**src/rtl/prio_encoder_hs.sv**
```systemverilog
// Purpose : latches rising edges on N request lines and presents the highest-index unmasked one.
// Latency : req rise before edge k -> pending after k -> valid/code after k+1; re-present earliest one edge after ack.
// Backpres: code/valid held stable until ack; new events keep accumulating in pending meanwhile.
//
// Ports:
//   clk      system clock, rising edge
//   reset    asynchronous, active-high
//   req      N level request lines; an event is a 0->1 transition
//   mask     N bits, 1 = excluded from selection (the event is still latched)
//   ack      consumer accepts the presented code (ignored while valid = 0)
//   code     index of the presented request, highest index wins
//   valid    code is valid and held
//   any      OR of all pending bits, masked or not
//   pending  current pending register
//   overrun  sticky: an event arrived on a bit that was already pending
module prio_encoder_hs #(
  parameter int N = 8,
  localparam int W = $clog2(N)
) (
  input  logic         clk,
  input  logic         reset,
  input  logic [N-1:0] req,
  input  logic [N-1:0] mask,
  input  logic         ack,
  output logic [W-1:0] code,
  output logic         valid,
  output logic         any,
  output logic [N-1:0] pending,
  output logic         overrun
);

  typedef enum logic {
    IDLE    = 1'b0,
    PRESENT = 1'b1
  } state_t;

  state_t       state;
  state_t       state_nxt;
  logic [N-1:0] req_q;
  logic [N-1:0] rise;
  logic [N-1:0] clr;
  logic [N-1:0] cand;
  logic [W-1:0] sel;
  logic [W-1:0] code_nxt;
  logic         found;

  assign rise  = req & ~req_q;
  assign cand  = pending & ~mask;
  assign any   = |pending;
  assign valid = (state == PRESENT);

  // Only the bit currently being presented is retired, and only on an
  // accepted handshake; ack while idle never touches pending.
  always_comb begin
    clr = '0;
    if (state == PRESENT && ack) begin
      clr[code] = 1'b1;
    end
  end

  // Ascending scan: later (higher) indices overwrite earlier ones, so the
  // highest unmasked pending bit wins.
  always_comb begin
    sel   = '0;
    found = 1'b0;
    for (int i = 0; i < N; i++) begin
      if (cand[i]) begin
        sel   = W'(i);
        found = 1'b1;
      end
    end
  end

  always_comb begin
    state_nxt = state;
    code_nxt  = code;
    case (state)
      IDLE: begin
        if (found) begin
          code_nxt  = sel;
          state_nxt = PRESENT;
        end
      end
      PRESENT: begin
        // No pre-emption: code is frozen until the consumer accepts it.
        if (ack) begin
          state_nxt = IDLE;
        end
      end
      default: state_nxt = IDLE;
    endcase
  end

  always_ff @(posedge clk or posedge reset) begin
    if (reset) begin
      state <= IDLE;
      code  <= '0;
    end else begin
      state <= state_nxt;
      code  <= code_nxt;
    end
  end

  // req_q resets to 0 so a line already high at the first edge after reset
  // is seen as a fresh event. A rise coinciding with the clear of the same
  // bit is a new event: set wins and it does not count as an overrun.
  always_ff @(posedge clk or posedge reset) begin
    if (reset) begin
      req_q   <= '0;
      pending <= '0;
      overrun <= 1'b0;
    end else begin
      req_q   <= req;
      pending <= (pending & ~clr) | rise;
      overrun <= overrun | (|(rise & pending & ~clr));
    end
  end

endmodule

```
**config.mk**
```make
export PLATFORM = sky130hd
export DESIGN_NAME = prio_encoder_hs
export DESIGN_NICKNAME = d
export VERILOG_FILES = /design/src/rtl/prio_encoder_hs.sv
export SDC_FILE = /design/constraint.sdc
export NUM_CORES = 1
export LEC_CHECK = 0
export BUFFER_PORTS_ARGS = -buffer_cell sky130_fd_sc_hd__buf_2
export CORE_MARGIN = 4
export CORE_UTILIZATION = 50
export CTS_BUF_LIST = sky130_fd_sc_hd__clkbuf_4
export CTS_CLUSTER_DIAMETER = 50
export CTS_CLUSTER_SIZE = 25
export DETAILED_ROUTE_END_ITERATION = 10
export GPL_ROUTABILITY_DRIVEN = 0
export PLACE_DENSITY = 0.8
export SLEW_MARGIN = 20
export SYNTH_ARGS = -nofsm -noshare
export SYNTH_HDL_FRONTEND = slang
export SYNTH_SLANG_ARGS = --single-unit
```
**constraint.sdc**
```tcl
create_clock -name clk -period 2.38 [get_ports clk]
set_clock_uncertainty 0.2 [all_clocks]
set_input_delay 0.119 -clock clk [delete_from_list [all_inputs] [get_ports clk]]
set_output_delay 0.119 -clock clk [all_outputs]
set_load 0.005 [all_outputs]
```
==> results of run 1 <==
through the flow:
step,cells,power [mW],setup WS (ns)
finish,158,1.079,0.5096
global route,158,1.160,0.4501
CTS,158,1.086,0.5154
detailed placement,144,0.8941,0.5371
global placement,144,0.8751,0.5462
floorplan,87,0.7323,0.6662
kinds of logic (layout without fill, tap and decap cells):
| kind of cell | count (synthesis) | count (layout) | synth area share |
|---|---|---|---|
| simple gates | 37 | 37 | 0.2239 |
| flops | 21 | 21 | 0.5699 |
| buf+inv | 6 | 52 | 0.02442 |
| compound gates | 21 | 21 | 0.1574 |
| mux | 2 | 2 | 0.02442 |
cell usage in the layout (no fill, tap or decap):
master	count
a2111oi_2	1
a21o_2	1
a21oi_1	3
buf_2	32
clkbuf_4	4
dfrtp_1	21
dlygate4sd3_1	10
inv_1	6
mux2_2	2
nand2_1	9
nand2b_1	11
nand3_1	1
nand3_2	1
nand3b_1	1
nor2_1	3
nor2b_1	7
nor4_1	3
o21ai_0	7
o221ai_1	1
o22ai_1	3
o2bb2ai_1	1
o31ai_1	3
o31ai_2	1
or4_1	1
path summary, 6_finish.rpt:
path	startpoint	endpoint	cells after the start
worst max-delay path	code[0]	overrun	4
min in group asynchronous	reset	req_q[5]	3
worst min-delay path	mask[6]	code[0]	5
worst min register to register	req_q[1]	pending[1]	2
worst max register to register	code[0]	overrun	4
max in group asynchronous	reset	valid	3
layer usage:
layer  track usage  wire length [µm]  share of wire  up-vias
met2        0.3197              1038           0.49       33
met4       0.06726                30          0.014        0
li1              -                 -              -      396
met1        0.2309               900           0.43      394
met5             0                 0              0        -
met3       0.03207               135          0.064        5
flip-flops by register name (all words and copies together) (netlist names):
signal / flops
code: 3
pending: 8
overrun: 1
valid: 1
req_q: 8
report_power, final:
part | internal [mW] | leakage, nW | total [mW] | switching [mW]
logic | 0.178 | 0.303 | 0.354 | 0.176
registers | 0.437 | 0.220 | 0.544 | 0.107
clock network | 0.0768 | 0.0184 | 0.180 | 0.103
total | 0.692 | 0.542 | 1.08 | 0.387
layout make-up:
| class | instances | area, µm² |
|---|---|---|
| inverter | 6 | 22.52 |
| tap | 25 | 31.28 |
| fill | 142 | 501.7 |
| sequential | 21 | 525.5 |
| multi-input combinational | 60 | 374.1 |
| timing repair buffer | 42 | 260.3 |
| clock buffer | 4 | 30.03 |
what timing repair did:
item	4_1_cts	5_1_grt
hold buffers	10	0
hold endpoints to repair	38	0
gates resized for setup	0	0
worst max-delay path, stage by stage (launching register included):
cell      delay [ns]
dfrtp_1         0.43
nand3b_1        0.23
o21ai_0         0.27
o22ai_1         0.12
or4_1           0.51
==> results.ini, run 1 <==
[run_status]
run_status = finished, final reports clean

[logic_synthesis]
synthFlopType = dfrtp_1
synthDistinctLibCells = 21
synth_top_area_share = 0.5699
synthArstFlopShare = 1.000
synth_common_cells = dfrtp_1, nand2b_1, nand2_1
yosysWarnings = 0
synth.avg_cell_area_um2 = 10.60
syn-instance-count = 87
synth_nets = 106
syn_area_um2 = 922.1
synth-edff-count = 0
yosys.cell_count.top_type = dfrtp_1
synth-seq-area-share = 0.5699
yosys-top-cells-area = dfrtp_1, nand2b_1, nor2b_1, o21ai_0, nand2_1
synthDominantAreaCellType = dfrtp_1
synth.ff_latch_count = 21

[floorplanning]
fp.dieW_um = 50.95
floorplan.initialDensity = 0.5283
core_area_um2 = 1745
die_h_um = 50.95
floorplan.io_pins = 33
rows = 15
die-area_um2 = 2595

[detailed_routing]
1st_iter_drt_viols = 4
totalWireLength_um = 2105
drt_drc_violations_left = 0
route.antenna.remaining_nets = 0
route.detailed.vias_per_inst = 5.241
detailroute.via_count = 828
post_drt_wl_per_cell_um = 13.32
drtPass1Iterations = 4

[worst_setup_path]
endpoint_kind = flop
crit_arrival_ns = 1.86
reg2reg_setup_slack_ns = 0.51
worst_path_required_ns = 2.37
startpoint_type = flop
crit_type = flop to flop
path_max_fanout = 4

[clock_tree]
maximum_clock_path_buffer_count = 2
cts_tree = done
numCtsBuffers = 3
tritoncts_num_sinks = 21
cts_setup_buffers = 0
h-tree-depth = 1
cts.reportedPaths.clkPinSlew_ns = 0.11
worstSkewPairLatency_ns = 0.30
ctsRootBufferMaster = clkbuf_4

[sta]
fin_hold_viols = 0
finalCritPeriodShare = 0.7859
timing.setup.tns_ns = 0
hold-worst-slack_ns = 0.07740
period_needed_ns = 1.870
relSlewSlack = 0.4747
setup_repair_after_global_routing_missed_its_margin = false
setup-violations-final = 0
slew_at_the_pin_closest_to_its_max_slew_limit_ns = 0.7870
slew_viol_final = 0
fmax_mhz = 534.6

[power_and_ir_drop]
pd_cells_nw_per_um2 = 867.2
power.leakage_nw = 0.5422
vdd_ir_drop_max_mv = 0.4996

[cells_and_area]
n_antenna_cell = 0
area.growth.synth_to_final_pct = 34.87
finish.instance_area_um2 = 1244
num-nets-final = 153
post_route_cells_drive_above_1_share = 0.3158
layout.core_utilization = 0.7125

[grt]
globalRouteTotalUtil = 0.1852
antenna_violations_before_repair = 0
wire_length_of_the_first_global_routing_pass_um = 3588
largest_net_degree_at_the_start_of_global_routing = 22
grt_overflow = 0
grt_pass1_vias = 794

[place]
hpwlAfterDp_um = 1589
buffer_ports.inserted = 32
area_post_placement_um2 = 1114

[flow_run]
drv.max_cap_violation_count = 0

[worst_hold_path]
min_path_type = input pin to flop

Note: power is estimated with default switching activity, not from simulation.
==> run 2: changes to the inputs <==
--- a/config.mk
+++ b/config.mk
@@ -7,13 +7,13 @@
 export LEC_CHECK = 0
 export BUFFER_PORTS_ARGS = -buffer_cell sky130_fd_sc_hd__buf_2
 export CORE_MARGIN = 4
-export CORE_UTILIZATION = 50
+export CORE_UTILIZATION = 45
 export CTS_BUF_LIST = sky130_fd_sc_hd__clkbuf_4
 export CTS_CLUSTER_DIAMETER = 50
 export CTS_CLUSTER_SIZE = 25
 export DETAILED_ROUTE_END_ITERATION = 10
 export GPL_ROUTABILITY_DRIVEN = 0
-export PLACE_DENSITY = 0.8
+export PLACE_DENSITY = 0.76
 export SLEW_MARGIN = 20
 export SYNTH_ARGS = -nofsm -noshare
 export SYNTH_HDL_FRONTEND = slang
==> constraint.sdc (replaced) <==
create_clock -name clk -period 1.6 [get_ports clk]
set_clock_uncertainty 0.2 [all_clocks]
set_input_delay 0.08 -clock clk [delete_from_list [all_inputs] [get_ports clk]]
set_output_delay 0.08 -clock clk [all_outputs]
set_load 0.005 [all_outputs]
==> results.ini, run 2 (synthesis results as in run 1) <==
[floorplanning]
die_h_um = 53.27  ; +4.6%
floorplan.io_pins = 33  ; unchanged
floorplan.initialDensity = 0.4700  ; -0.05829
fp.dieW_um = 53.27  ; +4.6%
rows = 16  ; +1
core_area_um2 = 1962  ; +12%
die-area_um2 = 2837  ; +9.3%

[sta]
setup-violations-final = 4  ; +4
slew_at_the_pin_closest_to_its_max_slew_limit_ns = 0.2720  ; -0.5150 ns
finalCritPeriodShare = 1.136  ; +0.3504
fin_hold_viols = 0  ; unchanged
setup_repair_after_global_routing_missed_its_margin = true
hold-worst-slack_ns = 0.05784  ; -0.01956 ns
setup_slack_ns = -0.2181  ; -0.7277 ns
relSlewSlack = 0.8173  ; +0.3426
period_needed_ns = 1.818  ; -0.05229 ns
slew_viol_final = 0  ; unchanged
fmax_mhz = 550.0  ; +2.9%
timing.setup.tns_ns = -0.2861  ; -0.2861 ns

[detailed_routing]
drt_drc_violations_left = 0  ; unchanged
totalWireLength_um = 2865  ; +36%
1st_iter_drt_viols = 36  ; +32
route.detailed.vias_per_inst = 5.261  ; +0.39%
detailroute.via_count = 947  ; +14%
post_drt_wl_per_cell_um = 15.92  ; +19%
route.antenna.remaining_nets = 0  ; unchanged
drtPass1Iterations = 4  ; unchanged

[grt]
wire_length_of_the_first_global_routing_pass_um = 4119  ; +15%
globalRouteTotalUtil = 0.2092  ; +0.02397
largest_net_degree_at_the_start_of_global_routing = 22  ; unchanged
antenna_violations_before_repair = 0  ; unchanged
grt_overflow = 0  ; unchanged
grt_pass1_vias = 943  ; +19%

[place]
buffer_ports.inserted = 32  ; unchanged
hpwlAfterDp_um = 1968  ; +24%
area_post_placement_um2 = 1286  ; +16%

[power_and_ir_drop]
p_sw_mw = 0.7317  ; +89%
p_comb_frac = 0.487  ; +0.159
power.leakage_nw = 0.6881  ; +27%
pwr-share-clk = 0.133  ; -0.034
power_report.internal_total_mw = 1.274  ; +84%
vdd_ir_drop_max_mv = 1.130  ; +130%
p_seq_frac = 0.380  ; -0.125
pd_cells_nw_per_um2 = 1342  ; +55%
fraction_of_power_spent_switching_nets = 0.3647  ; +0.006123
fin_total_pwr_mw = 2.006  ; +86%

[run_status]
violations = setup timing
run_status = complete, but fails checks

[cells_and_area]
finish.instance_area_um2 = 1495  ; +20%
post_route_cells_drive_above_1_share = 0.4837  ; +0.1679
reg_top3 = pending: 8 flops, req_q: 8 flops, code: 3 flops
total_area_of_multi_input_combinational_cells_um2 = 465.4  ; +24%
area.growth.synth_to_final_pct = 62.14
num-nets-final = 173  ; +13%
layout.core_utilization = 0.7621  ; +0.04957
final.fill_count = 141  ; -0.70%
final_common_cell = buf_2
n_antenna_cell = 0  ; unchanged
ff_latch_area_um2 = 525.5  ; unchanged
mostFrequentLayoutCells = buf_2, dfrtp_1, buf_4, nand2b_1, dlygate4sd3_1

[clock_tree]
h-tree-depth = 1  ; unchanged
numCtsBuffers = 3  ; unchanged
cts.reportedPaths.clkPinSlew_ns = 0.11  ; about the same
ctsRootBufferMaster = clkbuf_4
cts_tree = done
tritoncts_num_sinks = 21  ; unchanged
maximum_clock_path_buffer_count = 2  ; unchanged
worstSkewPairLatency_ns = 0.30  ; about the same

[worst_setup_path]
startpoint_type = flop
endpoint_kind = flop
worst_path_required_ns = 1.58  ; -0.79 ns
crit_type = flop to flop
crit_arrival_ns = 1.80  ; -0.06 ns
path_max_fanout = 4  ; unchanged

[worst_hold_path]
min_path_type = input pin to flop

[flow_run]
drv.max_cap_violation_count = 0  ; unchanged

run 2: cell types whose count changed in the layout (fill, tap and decap cells not counted), moves of 2 or more:
cell / before / now
buf_4: 0 / 18
nor2b_1: 7 / 1
o21ai_0: 7 / 3
nor2b_2: 0 / 3
nor2b_4: 0 / 3
nor4_1: 3 / 0
o21ai_1: 0 / 3
buf_6: 0 / 2
nor4_4: 0 / 2
run 2: metrics by stage:
step | std cells | worst slack, ns
2_1_floorplan | 87 | -0.07885
3_3_place_gp | 165 | -0.1249
3_5_place_dp | 165 | -0.1806
4_1_cts | 180 | -0.1894
5_1_grt | 180 | -0.2874
6_report | 180 | -0.2181
run 2: critical path: stages (launching register included):
cell and delay (ns):
dfrtp_1 0.42, nand3b_1 0.28, o21ai_1 0.23, o22ai_1 0.12
or4_1 0.46
run 2: repair_timing:
item                                    4_1_cts  5_1_grt
hold buffers                                 10        0
endpoints found under the setup margin        5        4
pin swaps                                     5        3
buffers inserted                              1        0
resized for setup                            10        5
endpoints found under the hold margin        39        0
run 2: layout make-up:
| class | instances | share of cell area |
|---|---|---|
| sequential | 21 | 0.3515 |
| clock buffer | 4 | 0.02008 |
| multi-input combinational | 60 | 0.3113 |
| inverter | 6 | 0.01506 |
| timing repair buffer | 62 | 0.2795 |
| tap | 27 | 0.02259 |
run 2: worst paths after layout:
path                                from         end  slack, ns  cells after the start
worst min-delay path                 ack  pending[0]       0.06                      4
worst max register to register   code[0]     overrun      -0.22                      4
worst max-delay path             code[0]     overrun      -0.22                      4
max in group asynchronous          reset    req_q[4]       0.87                      4
worst min register to register  req_q[4]  pending[4]       0.34                      2
min in group asynchronous          reset  pending[3]       0.13                      4
run 2: per-layer routing:
layer  vias up  GRT usage  wire [µm]  part of all wire
li1        439          -          -                 -
met1       445     0.2341       1178              0.41
met2        51     0.3592       1434              0.50
met3        12    0.04507        190             0.066
met4         0     0.1234         62             0.022
met5         -          0          0                 0
run 2: power by group through the flow:
stage	clock, mW	combinational (mW)	sequential (mW)
global placement	0	0.793	0.752
detailed placement	0	0.822	0.765
global route	0.295	1.05	0.775
finish	0.266	0.977	0.763
CTS	0.275	0.914	0.757
floorplan	0	0.325	0.798
